<file path="src/rtl/zcull_depth_test.sv">
// Generic in-order FIFO with occupancy count; storage is not reset, only pointers and count.
// Latency: a push is visible on pop_dat/pop_vld the cycle after it is written.
// Backpressure: pop only when pop_vld && pop_rdy; the pusher guarantees it never pushes when full.
module zcull_fifo #(
    parameter int WIDTH    = 8,
    parameter int DEPTH    = 4,
    parameter int CNT_BITS = $clog2(DEPTH) + 1
) (
    input  logic                clk,
    input  logic                reset,
    input  logic                push_vld,
    input  logic [WIDTH-1:0]    push_dat,
    output logic                pop_vld,
    input  logic                pop_rdy,
    output logic [WIDTH-1:0]    pop_dat,
    output logic [CNT_BITS-1:0] count
);
    localparam int PTR_BITS = (DEPTH > 1) ? $clog2(DEPTH) : 1;

    logic [WIDTH-1:0]    mem [DEPTH];
    logic [PTR_BITS-1:0] wr_ptr;
    logic [PTR_BITS-1:0] rd_ptr;
    logic                pop;

    assign pop_vld = (count != '0);
    assign pop     = pop_vld && pop_rdy;
    assign pop_dat = mem[rd_ptr];

    always_ff @(posedge clk or negedge reset) begin
        if (!reset) begin
            wr_ptr <= '0;
            rd_ptr <= '0;
            count  <= '0;
        end else begin
            if (push_vld) wr_ptr <= wr_ptr + 1'b1;
            if (pop)      rd_ptr <= rd_ptr + 1'b1;
            if (push_vld && !pop)      count <= count + 1'b1;
            else if (pop && !push_vld) count <= count - 1'b1;
        end
    end

    always_ff @(posedge clk) begin
        if (push_vld) mem[wr_ptr] <= push_dat;
    end
endmodule


</file>
<file path="config.mk">
export PLATFORM = sky130hd
export DESIGN_NAME = zcull_fifo
export DESIGN_NICKNAME = d
export VERILOG_FILES = /design/src/rtl/zcull_depth_test.sv
export SDC_FILE = /design/constraint.sdc
export NUM_CORES = 1
export LEC_CHECK = 0
export BUFFER_PORTS_ARGS = -buffer_cell sky130_fd_sc_hd__buf_2
export CAP_MARGIN = 20
export CORE_ASPECT_RATIO = 1.1
export CORE_UTILIZATION = 58
export CTS_BUF_LIST = sky130_fd_sc_hd__clkbuf_4 sky130_fd_sc_hd__clkbuf_8
export CTS_CLUSTER_DIAMETER = 60
export DETAILED_ROUTE_END_ITERATION = 6
export PLACE_DENSITY = 0.81
export SYNTH_ARGS = -nofsm -noshare
export SYNTH_HDL_FRONTEND = slang
export SYNTH_SLANG_ARGS = --single-unit
</file>
<file path="constraint.sdc">
create_clock -name clk -period 2.6 [get_ports clk]
set_clock_uncertainty 0.05 [all_clocks]
set_input_delay 0.78 -clock clk [delete_from_list [all_inputs] [get_ports clk]]
set_output_delay 0.78 -clock clk [all_outputs]
set_load 0.005 [all_outputs]
</file>
==> flow_summary_export.csv, run 1 <==
group,metric,value,unit
outcome,status,"completed",
job,drv_cap,0,
die,core,0.002520,mm2
timing,max_slew_margin,69.62,%
worst_setup_path,cpMaxStageDelayCell,"mux4_2",
die,ios,24,
worst_setup_path,rrSetupSlack,0.45,ns
power,clkPwrFrac,20.0,%
timing,period_needed,2.491,ns
logic_synthesis,synth_ff_type,"edfxtp_1",
power,switching_power,0.0005563,W
power,power_leakage,0.6801,nW
drt,routed_via_density,5.463,
worst_setup_path,r2r_start,"count[0]",
clock_tree,postCtsSetupRepairBufs,0,
worst_setup_path,slowest_delay,0.51,ns
global_routing,top_usage_layer,"met2",
logic_synthesis,async_flop_share,17.95,%
clock_tree,clock_path_buffers,2,
drt,drc,0,
placement,dp_hpwl,1.648,mm
clock_tree,hold_buffers,0,
clock_tree,clkTransAtPathRegs,0.11,ns
timing,fin_hold_ws,0.2014,ns
die,die_w,51.45,um
finish,nFillCells,186,
logic_synthesis,yosysTopAreaCellShare,61.59,%
worst_setup_path,worstPathRequired,1.77,ns
logic_synthesis,netlist_instances,75,
power,peakVddDrop,0.7744,mV
clock_tree,cts_resized,0,
power,power.internal,0.001372,W
placement,finalWeightedCongestion,0.6787,
timing,fin_crit_sh,95.79,%
power,p_per_area,1075,mW/mm2
clock_tree,numCtsBuffers,5,
timing,rsz0062_at_grt,"false",
logic_synthesis,synth_warnings,0,
logic_synthesis,yosys.cell_count.top_type,"edfxtp_1",
worst_setup_path,path_delay_family,"multiplexers",
power,combPwrFrac,30.7,%
placement,io_buffers,23,
logic_synthesis,netlist_top_cells_area,"edfxtp_1 62%, mux4_2 12%, dfrtp_1 11%",
worst_setup_path,r2r-end,"count[2]",
drt,avgRoutedWirePerCell,17.19,um
global_routing,grt_overflow,0,
finish,fin_nets,122,
logic_synthesis,yosys.area.top_type,"edfxtp_1",
timing,max_freq,0.4015,GHz
finish,multiInputGateArea,396.6,um2
logic_synthesis,synth-edff-count,32,
drt,drt-pass1-iter-count,4,
timing,hold_viol_final,0,
logic_synthesis,yosys.cell_types.count,18,
timing,worst_pin_slew,0.4557,ns
logic_synthesis,syn_nets,93,
clock_tree,cts-root-buf,"clkbuf_4",
global_routing,grt_use_met2,30.06,%
finish,utilization,71.20,%
timing,drv_slew,0,
die,row_count,19,
logic_synthesis,syn_area_per_cell,20.80,um2
worst_setup_path,critPathMaxFanout,7,
finish,area_growth,15.00,%
die,initial_core_util,61.92,%
clock_tree,htreeDepth,2,
global_routing,groute.usage.overall,19.45,%
logic_synthesis,ys_seq_elements,39,
clock_tree,clock_latency,0.34,ns
logic_synthesis,synth_common_cells,"32 x edfxtp_1, 8 x mux4_2, 7 x dfrtp_1",
drt,drt-initial-drc-count,10,
worst_setup_path,worstSetupEndpointType,"output pin",
power,swShare,28.85,%
worst_setup_path,arrival,1.66,ns
logic_synthesis,synth-seq-area-share,72.81,%
drt,vias,743,
global_routing,grt_max_degree,13,
die,dieArea,0.002902,mm2
global_routing,grt_util_met3,5.420,%
global_routing,use_met1,23.67,%
global_routing,grt_pass1_wl,3.767,mm
logic_synthesis,synthesis.area,0.001560,mm2
global_routing,antenna_found_initial,0,
finish,drive_gt1_share,40.95,%
global_routing,grt_pass1_vias,774,
finish,regArea,0.001136,mm2
clock_tree,cts_tree,"yes",
timing,setup_viol,0,
worst_setup_path,rr_worst_depth,8,
timing,setup_tns,0,ns
worst_setup_path,critical_path_class,"reg -> out",
clock_tree,cts.sinks,39,
worst_setup_path,crit_buf_inv,2,
die,fp.dieH,56.40,um
finish,antenna_cells,0,
drt,wirelength,2.338,mm
worst_setup_path,crit_path_start_kind,"flop",
worst_setup_path,crit_chain,"buf_12 -> mux4_2 -> buf_2",
hold_path,hp-class,"in -> async",
power,p_seq_share,49.3,%
drt,ant_nets,0,
-- cell families after synthesis --
logic type | Yosys count | share of synthesized area [%]
simple gates | 9 | 4.169
compound gates | 1 | 0.3205
buf+inv | 5 | 1.764
mux | 9 | 12.27
flops | 39 | 72.81
xor+xnor | 6 | 3.369
fa+ha+maj | 6 | 5.293
-- registers in the layout, indices dropped and copies added, names as in the netlist --
name	cells
mem	32
wr_ptr	2
rd_ptr	2
count	3
-- cell type report --
cell class / instances / area share (%)
Timing Repair Buffer: 24 / 7.531
Tap cell: 31 / 2.162
Clock inverter: 3 / 2.162
Inverter: 3 / 0.6276
Clock buffer: 5 / 2.092
Multi-Input combinational cell: 31 / 22.11
Sequential cell: 39 / 63.32
-- per-layer routing --
| metal | up-vias | wire (um) |
|---|---|---|
| met3 | 5 | 73 |
| li1 | 347 | - |
| met1 | 372 | 956 |
| met4 | 0 | 47 |
| met2 | 19 | 1260 |
| met5 | - | 0 |
-- power groups by stage --
stage                     clock, W  combinational (W)  sequential [W]
final                     0.000386           0.000592        0.000950
after global routing      0.000406           0.000657        0.000969
after CTS                 0.000391           0.000604        0.000954
after detailed placement         0           0.000605        0.000967
after global placement           0           0.000574        0.000955
after floorplan                  0           0.000426        0.000909
-- stage by stage --
stage / instance area, um2 / cells / setup slack (ns) / power [W]
after floorplan: 1560 / 75 / 0.5764 / 0.001334
after global placement: 1718 / 128 / 0.5074 / 0.001529
after detailed placement: 1718 / 128 / 0.4055 / 0.001573
after CTS: 1794 / 136 / 0.08401 / 0.001948
after global routing: 1794 / 136 / 0.06062 / 0.002032
final: 1794 / 136 / 0.1094 / 0.001928
-- how the worst max path moves through the flow --
stage	startpoint	to	slack, ns	depth (start not counted)
2_1_floorplan	count[0]	count[2]	0.58	8
3_3_place_gp	pop_rdy	count[2]	0.51	8
3_5_place_dp	pop_rdy	count[2]	0.41	8
4_1_cts	rd_ptr[0]	pop_dat[7]	0.08	3
5_1_grt	rd_ptr[0]	pop_dat[7]	0.06	3
6_report	rd_ptr[0]	pop_dat[7]	0.11	3
-- cell usage in the layout (no fill, tap or decap), types with 3 or more instances in the layout --
master	instances
mux4_2	8
dfrtp_1	7
buf_2	23
and2_1	4
edfxtp_1	32
inv_1	3
ha_1	5
xor2_1	3
xnor2_1	3
clkbuf_4	5
-- worst reg2reg max path, delay by kind of cell, from the launching register on --
kind | cells | cell delay (ns)
fa+ha+maj | 2 | 0.54
flops | 1 | 0.45
xor+xnor | 2 | 0.33
simple gates | 3 | 0.65
buf+inv | 1 | 0.06
Power figures use the tool's default switching activity.
==> run 2: changes to the inputs <==
clock period = 2.57 ns   (was 2.6 ns; I/O delays follow)
==> run 2 against run 1 <==
First-iteration DRC count is 110% higher. Sequential share of layout area fell by 0.26 points. Register-to-register slack barely moved. Final area increased by 0.42%. Clock-buffer cell count did not move. Critical endpoint unchanged.
==> flow_summary_export.csv, run 2 (same netlist as run 1, synthesis figures left out) <==
group,metric,value,unit
outcome,status,"completed",
clock_tree,htreeDepth,2,
die,dieArea,0.002902,mm2
clock_tree,hold_buffers,0,
placement,finalWeightedCongestion,0.6767,
placement,io_buffers,23,
finish,area_growth,15.48,%
finish,final_cell_mix,"32 x edfxtp_1, 23 x buf_2, 8 x mux4_2",
job,drv_cap,0,
clock_tree,clock_path_buffers,2,
finish,fin_nets,122,
timing,period_needed,2.479,ns
drt,drt-pass1-iter-count,4,
die,ios,24,
timing,max_freq,0.4034,GHz
placement,placed_cell_area,0.001718,mm2
clock_tree,numCtsBuffers,5,
finish,final_common_cell,"edfxtp_1",
clock_tree,clock_latency,0.34,ns
finish,antenna_cells,0,
finish,top_regs,"mem: 32 flops, count: 3 flops",
power,p_per_area,1091,mW/mm2
die,initial_core_util,61.92,%
global_routing,grt_pass1_wl,3.891,mm
clock_tree,cts_resized,0,
worst_setup_path,rr_worst_depth,8,
timing,setup_viol,0,
timing,worst_pin_slew,0.4353,ns
finish,regMostFlops,"mem",
finish,utilization,71.50,%
power,peakVddDrop,0.7662,mV
worst_setup_path,arrival,1.66,ns
worst_setup_path,worstPathRequired,1.75,ns
worst_setup_path,r2r_start,"count[0]",
global_routing,grt_max_degree,15,
worst_setup_path,critPathMaxFanout,7,
drt,vias,730,
clock_tree,cts-root-buf,"clkbuf_4",
finish,fin_area,0.001802,mm2
worst_setup_path,critical_path_class,"reg -> out",
clock_tree,cts_tree,"yes",
timing,drv_slew,0,
global_routing,grt_overflow,0,
finish,nFillCells,165,
die,core,0.002520,mm2
finish,largest_reg_flops,32,
clock_tree,cts.sinks,39,
timing,setup_slack,0.09086,ns
timing,fin_crit_sh,96.46,%
global_routing,antenna_found_initial,0,
clock_tree,postCtsSetupRepairBufs,0,
worst_setup_path,crit_path_start_kind,"flop",
clock_tree,clkTransAtPathRegs,0.11,ns
drt,drt-initial-drc-count,21,
drt,drc,0,
hold_path,hp-class,"in -> async",
placement,dp_hpwl,1.587,mm
drt,ant_nets,0,
die,die_w,51.45,um
die,row_count,19,
timing,rsz0062_at_grt,"false",
timing,max_slew_margin,70.98,%
placement,dp_slack,0.4404,ns
die,fp.dieH,56.40,um
drt,routed_via_density,5.368,
finish,multiInputGateArea,396.6,um2
finish,regArea,0.001136,mm2
drt,wirelength,2.309,mm
global_routing,groute.usage.overall,20.19,%
worst_setup_path,rrSetupSlack,0.46,ns
timing,setup_tns,0,ns
global_routing,grt_pass1_vias,816,
drt,avgRoutedWirePerCell,16.98,um
worst_setup_path,worstSetupEndpointType,"output pin",
finish,drive_gt1_share,41.90,%
worst_setup_path,r2r-end,"count[2]",
power,power_leakage,0.6793,nW
timing,hold_viol_final,0,
[run 2: cell types whose count changed in the layout (fill, tap and decap cells not counted), sizes merged]
cell / previous run / this run
clkinv: 2 / 0
inv: 3 / 4
clkinvlp: 0 / 1
[run 2: critical path, cell delays in order (launching register included)]
cell     delay, ns
dfrtp_1       0.49
buf_12        0.18
mux4_2        0.51
buf_2         0.14
[run 2: how the worst max path moves through the flow]
stage | from | to | slack [ns]
2_1_floorplan | count[0] | count[2] | 0.55
3_5_place_dp | pop_rdy | count[2] | 0.44
3_3_place_gp | pop_rdy | count[2] | 0.49
6_report | rd_ptr[0] | pop_dat[7] | 0.09
5_1_grt | rd_ptr[0] | pop_dat[7] | 0.01
4_1_cts | rd_ptr[0] | pop_dat[7] | 0.06
[run 2: area by class of cell]
class	instances	area share, %
Clock buffer	5	2.083
Tap cell	31	2.153
Sequential cell	39	63.06
Inverter	3	0.6250
Multi-Input combinational cell	31	22.01
Clock inverter	3	2.569
Timing Repair Buffer	24	7.500
[run 2: report_power, final]
part,total [W],switching (W),internal (W)
registers,0.000963,0.000115,0.000848
logic,0.000592,0.000253,0.000339
clock network,0.000411,0.000203,0.000208
[run 2: layer usage]
layer | part of all wire, % | track usage [%]
met5 | 0 | 0
met4 | 2.0 | 8.108
met3 | 3.7 | 7.317
met2 | 55 | 32.84
met1 | 39 | 24.17
[run 2: stage by stage]
stage | total power (W) | std cells | hold slack, ns
2_1_floorplan | 0.001350 | 75 | 0.4254
3_3_place_gp | 0.001547 | 128 | 0.4274
3_5_place_dp | 0.001582 | 128 | 0.4531
4_1_cts | 0.001995 | 136 | 0.1794
5_1_grt | 0.002087 | 136 | 0.1761
6_report | 0.001966 | 136 | 0.1934
